## src/rtl/ahb3lite_interconnect_slave_arbiter.sv

```systemverilog
// ahb3lite_interconnect_slave_arbiter: highest-priority / round-robin owner selection for one slave port.
// Optional starvation guard: define AHB3LITE_ARB_AGING_EN to add per-master age counters.
module ahb3lite_interconnect_slave_arbiter #(
    parameter int  MASTERS   = 3,
    parameter int  AGE_LIMIT = 15,
    localparam int IW        = (MASTERS > 1) ? $clog2(MASTERS) : 1
) (
    input  logic                    HRESETn,
    input  logic                    HCLK,
    input  logic [MASTERS-1:0]      mst_req,
    input  logic [MASTERS-1:0][2:0] mst_priority,
    input  logic [MASTERS-1:0]      mst_can_switch,
    input  logic                    slv_HREADY,
    output logic [MASTERS-1:0]      master_granted,
    output logic [IW-1:0]           grant_idx,
    output logic                    grant_switch
);
    logic [MASTERS-1:0] grant_q, grant_d;
    logic [IW-1:0]      idx_q, idx_d, rr_q, rr_d, win;
    logic               switch_q, switch_d, switch_ok, legal, decide, found;
    logic [3:0]         best;
    logic [3:0]         eff [MASTERS];

    function automatic logic [IW-1:0] scan(input logic [IW-1:0] p, input int k);
        return IW'((int'(p) + k) % MASTERS);
    endfunction

    assign legal     = (grant_q != '0) && ((grant_q & (grant_q - MASTERS'(1))) == '0);
    assign switch_ok = slv_HREADY & (mst_can_switch[idx_q] | ~mst_req[idx_q]);
    assign decide    = legal & switch_ok & (|mst_req);

`ifdef AHB3LITE_ARB_AGING_EN
    localparam int AW = $clog2(AGE_LIMIT + 1);
    logic [AW-1:0] age_q [MASTERS];
    logic [AW-1:0] age_d [MASTERS];

    // An aged master sits above every plain priority-7 requester.
    for (genvar g = 0; g < MASTERS; g++) begin : g_eff
        assign eff[g] = (age_q[g] == AW'(AGE_LIMIT)) ? 4'hf : {1'b0, mst_priority[g]};
    end

    always_comb begin
        for (int i = 0; i < MASTERS; i++)
            age_d[i] = !mst_req[i] ? '0 :
                       !decide ? age_q[i] :
                       (win == IW'(i)) ? '0 :
                       (age_q[i] == AW'(AGE_LIMIT)) ? age_q[i] : age_q[i] + AW'(1);
    end

    always_ff @(posedge HCLK or negedge HRESETn) begin
        if (!HRESETn) age_q <= '{default: '0};
        else          age_q <= age_d;
    end
`else
    logic unused_age;
    assign unused_age = |AGE_LIMIT;
    for (genvar g = 0; g < MASTERS; g++) begin : g_eff
        assign eff[g] = {1'b0, mst_priority[g]};
    end
`endif

    // Scan starts just after the last owner, so strict '>' keeps the earliest tied requester.
    always_comb begin
        win   = rr_q;
        best  = '0;
        found = 1'b0;
        for (int k = 1; k <= MASTERS; k++) begin
            if (mst_req[scan(rr_q, k)] && (!found || eff[scan(rr_q, k)] > best)) begin
                found = 1'b1;
                best  = eff[scan(rr_q, k)];
                win   = scan(rr_q, k);
            end
        end
    end

    always_comb begin
        grant_d  = grant_q;
        idx_d    = idx_q;
        rr_d     = rr_q;
        switch_d = 1'b0;
        if (!legal) begin
            grant_d  = MASTERS'(1);
            idx_d    = '0;
            switch_d = 1'b1;
        end else if (decide) begin
            grant_d  = MASTERS'(1) << win;
            idx_d    = win;
            rr_d     = win;
            switch_d = win != idx_q;
        end
    end

    always_ff @(posedge HCLK or negedge HRESETn) begin
        if (!HRESETn) begin
            grant_q  <= MASTERS'(1);
            idx_q    <= '0;
            rr_q     <= '0;
            switch_q <= 1'b0;
        end else begin
            grant_q  <= grant_d;
            idx_q    <= idx_d;
            rr_q     <= rr_d;
            switch_q <= switch_d;
        end
    end

    assign master_granted = grant_q;
    assign grant_idx      = idx_q;
    assign grant_switch   = switch_q;
endmodule
```

## config.mk

```make
export PLATFORM = sky130hd
export DESIGN_NAME = ahb3lite_interconnect_slave_arbiter
export DESIGN_NICKNAME = d
export VERILOG_FILES = /design/src/rtl/ahb3lite_interconnect_slave_arbiter.sv
export SDC_FILE = /design/constraint.sdc
export NUM_CORES = 1
export LEC_CHECK = 0
export CAP_MARGIN = 10
export CELL_PAD_IN_SITES_DETAIL_PLACEMENT = 1
export CELL_PAD_IN_SITES_GLOBAL_PLACEMENT = 2
export CORE_MARGIN = 2
export CORE_UTILIZATION = 30
export CTS_BUF_LIST = sky130_fd_sc_hd__clkbuf_16
export DETAILED_ROUTE_END_ITERATION = 16
export GPL_TIMING_DRIVEN = 0
export PLACE_DENSITY_LB_ADDON = 0.1
export SLEW_MARGIN = 20
export SYNTH_ARGS = -nofsm -noshare
export SYNTH_HDL_FRONTEND = slang
export SYNTH_SLANG_ARGS = --single-unit
```

## constraint.sdc

```tcl
create_clock -name HCLK -period 8 [get_ports HCLK]
set_input_delay 1.6 -clock HCLK [delete_from_list [all_inputs] [get_ports HCLK]]
set_output_delay 1.6 -clock HCLK [all_outputs]
set_load 0.05 [all_outputs]
```

==> metrics.csv <==
metric,value,unit
Yosys reg bits,8,
Post-CTS Resized,0,
syn_area_per_cell,7.77,um^2
DP HPWL,2.65,mm
CP cell instances,clkdlybuf4s50_1 -> mux2i_1 -> o21ai_4 -> o21ai_0 -> ha_1 -> and3_1 -> o31ai_2 -> a21oi_1 -> a31oi_1 -> ha_1 -> nor2b_1 -> o21ai_0 -> a32oi_1 -> o22a_1 -> o32ai_4 -> xnor2_1 -> o211ai_2,
Hold Startpoint,rr_q[0],
Clock Path Buffers,2,
mapped cell area,1060,um^2
Synth Net Count,163,
via count,1123,
Synth Flop Type,dfrtp_1,
area of the multi-input gates,802,um^2
"Distinct cells, synth",40,
Post-synth EDFFs,0,
Setup Viol. Count Final,0,
post-route ant nets,0,
post-synthesis instance total,136,
worst hold path class,flip-flop to flip-flop,
Clock Power Share,0.117,
Vias/cell,5.37,
die height,63.4,um
IO Port Bufs,23,
postcts setup bufs,0,
vias in the first global route,1209,
Crit path required time,8090,ps
post-synthesis sequential area ratio,0.191,
DR iter-0 viols,51,
"Slew Viols, Final",0,
Final #Nets,191,
period utilization,0.712,
number of cell rows,21,
r2r worst-path depth,20,
worst-skew pair later-pin latency,230,ps
hold_buf cts,0,
R2R Path End,grant_switch,
CP Launch Type,input pin,
core area,3360,um^2
clock skew,3.13,ps
FMAX,176,MHz
CTS tree,yes,
GRT Residual Overflow,0,
Final min period,5690,ps
leakage power,0.591,nW
internal power,0.350,mW
DRT Pass-1 Iters,4,
Setup crit end kind,flip-flop,
Reg power frac,0.100,
largest net degree at the start of global routing,11,
"Largest stage delay, worst path",590,ps
first-pass GRT wire length,5.46,mm
Yosys top cell by area,dfrtp_1,
Max Fanout on Critical Path,7,
Antenna diodes,0,
combinational share of power,0.783,
layout cells sized above 1,0.0675,
Area growth syn-to-layout,34.7,%
Max Cap Viol,0,
Slew @ Worst Pin,560,ps
Max VDD drop,0.232,mV
Storage cell area,201,um^2
WL final,3.21,mm
CTS sink cnt,8,
status,"complete, no violations",
Final Hold Vio Count,0,
r2r startpoint,rr_q[0],
"FFs w/ async S/R, synth",1.00,
Hold Path Sink,rr_q[0],
fillers,429,
Synthesis Warnings,0,
PD cells,514,nW/um^2
unrepaired setup endpoints after global routing,false,
total power draw,0.731,mW
Slew Limit Headroom,0.627,
total negative setup slack,0,ps
Die W,63.4,um
Clock transition at path regs,40,ps
Die Area,4020,um^2
GP Congestion,0.724,
Worst EP arrival,5790,ps
gr usage total,0.170,
post-synth top area share,0.166,
clock root buffer,clkbuf_16,
initial antenna violation count,0,
# H-tree levels,1,
WL per Instance,15.4,um
DRC,0,
Ports,24,
Sw Share,0.522,
Num CTS Buffers,3,
Switch Pwr,0.381,mW
starting density of the core,0.314,
Reg2Reg Setup Slack,3000,ps
Hold Path Depth,2,
Area contributors post-synth,"dfrtp_1, ha_1, mux2i_1",
CP max-delay cell,clkdlybuf4s50_1,
crit path kind,input pin to flip-flop,
## flip-flops by register name, summed over array words and instances (netlist names)
register and count:
grant_switch 1, master_granted 3, rr_q 2, grant_idx 2
## critical path: cells and delay by family
family,cells,cell delay (ps)
AO/OA/AOI/OAI,10,2280
adder cells (fa/ha/maj),2,590
buffers and inverters,1,590
XOR/XNOR,1,190
multiplexers,1,190
AND/OR/NAND/NOR,2,350
## how the worst max path moves through the flow
stage / startpoint / end / cells past startpoint
after detailed placement: mst_req[2] / grant_switch / 17
after global placement: mst_req[2] / grant_switch / 17
after floorplan: mst_req[2] / grant_switch / 16
final: mst_req[2] / grant_switch / 17
after CTS: mst_req[2] / grant_switch / 17
after global routing: mst_req[2] / grant_switch / 17
## placed cells by master, fill, tap and decap left out, types with 6 or more instances in the layout
| cell type | netlist | routed |
|---|---|---|
| nor2_1 | 16 | 16 |
| mux2i_1 | 8 | 8 |
| inv_1 | 9 | 10 |
| dfrtp_1 | 7 | 7 |
| nand2_1 | 10 | 10 |
| a21oi_1 | 12 | 12 |
| nor2b_1 | 6 | 6 |
| o21ai_0 | 10 | 10 |
| ha_1 | 9 | 9 |
| clkdlybuf4s50_1 | 0 | 23 |
## cell families (layout without fill, tap and decap cells)
logic type / Yosys count / count (layout) / synth area share
compound gates: 48 / 48 / 0.342
simple gates: 47 / 47 / 0.218
buf+inv: 14 / 41 / 0.0509
fa+ha+maj: 9 / 9 / 0.107
flops: 8 / 8 / 0.191
xor+xnor: 2 / 2 / 0.0166
mux: 8 / 8 / 0.0757
## power by group through the flow
stage                     sequential, mW  combinational, mW  clock (mW)
final                             0.0730              0.572      0.0857
after global routing              0.0753              0.638      0.0908
after CTS                         0.0733              0.580      0.0871
after detailed placement          0.0734              0.575           0
after global placement            0.0727              0.552           0
after floorplan                    0.105              0.399           0
## routing by layer
layer	global-route usage	vias up	part of all wire
li1	-	547	-
met1	0.180	537	0.39
met2	0.339	32	0.54
met3	0.0232	7	0.041
met4	0.0516	0	0.024
met5	0	-	0
## metrics by stage
stage                     setup WS, ps  utilization  cells  hold slack, ps  area, um^2
after floorplan                   3290            -    136             495        1060
after global placement            2110        0.400    205             548        1350
after detailed placement          2010        0.400    205             544        1350
after CTS                         2250        0.423    209             554        1420
after global routing              1860        0.423    209             596        1420
final                             2310        0.423    209             548        1420
## synth_stat cells, types with 3 or more instances
master and number:
a31oi_1 3, nor2b_1 6, dfrtp_1 7, o21ai_0 10
nor2_1 16, nand2_1 10, clkbuf_1 4, a21o_1 3
ha_1 9, a21oi_1 12, inv_1 9, and2_1 3
mux2i_1 8
## final cells by class
class                           instances  area share
Timing Repair Buffer                   23       0.162
Clock buffer                            3      0.0527
Tap cell                               46      0.0404
Clock inverter                          1     0.00264
Sequential cell                         8       0.141
Inverter                                9      0.0237
Multi-Input combinational cell        114       0.563
Buffer                                  5      0.0141
No activity file was read; power rests on OpenSTA's default activity.
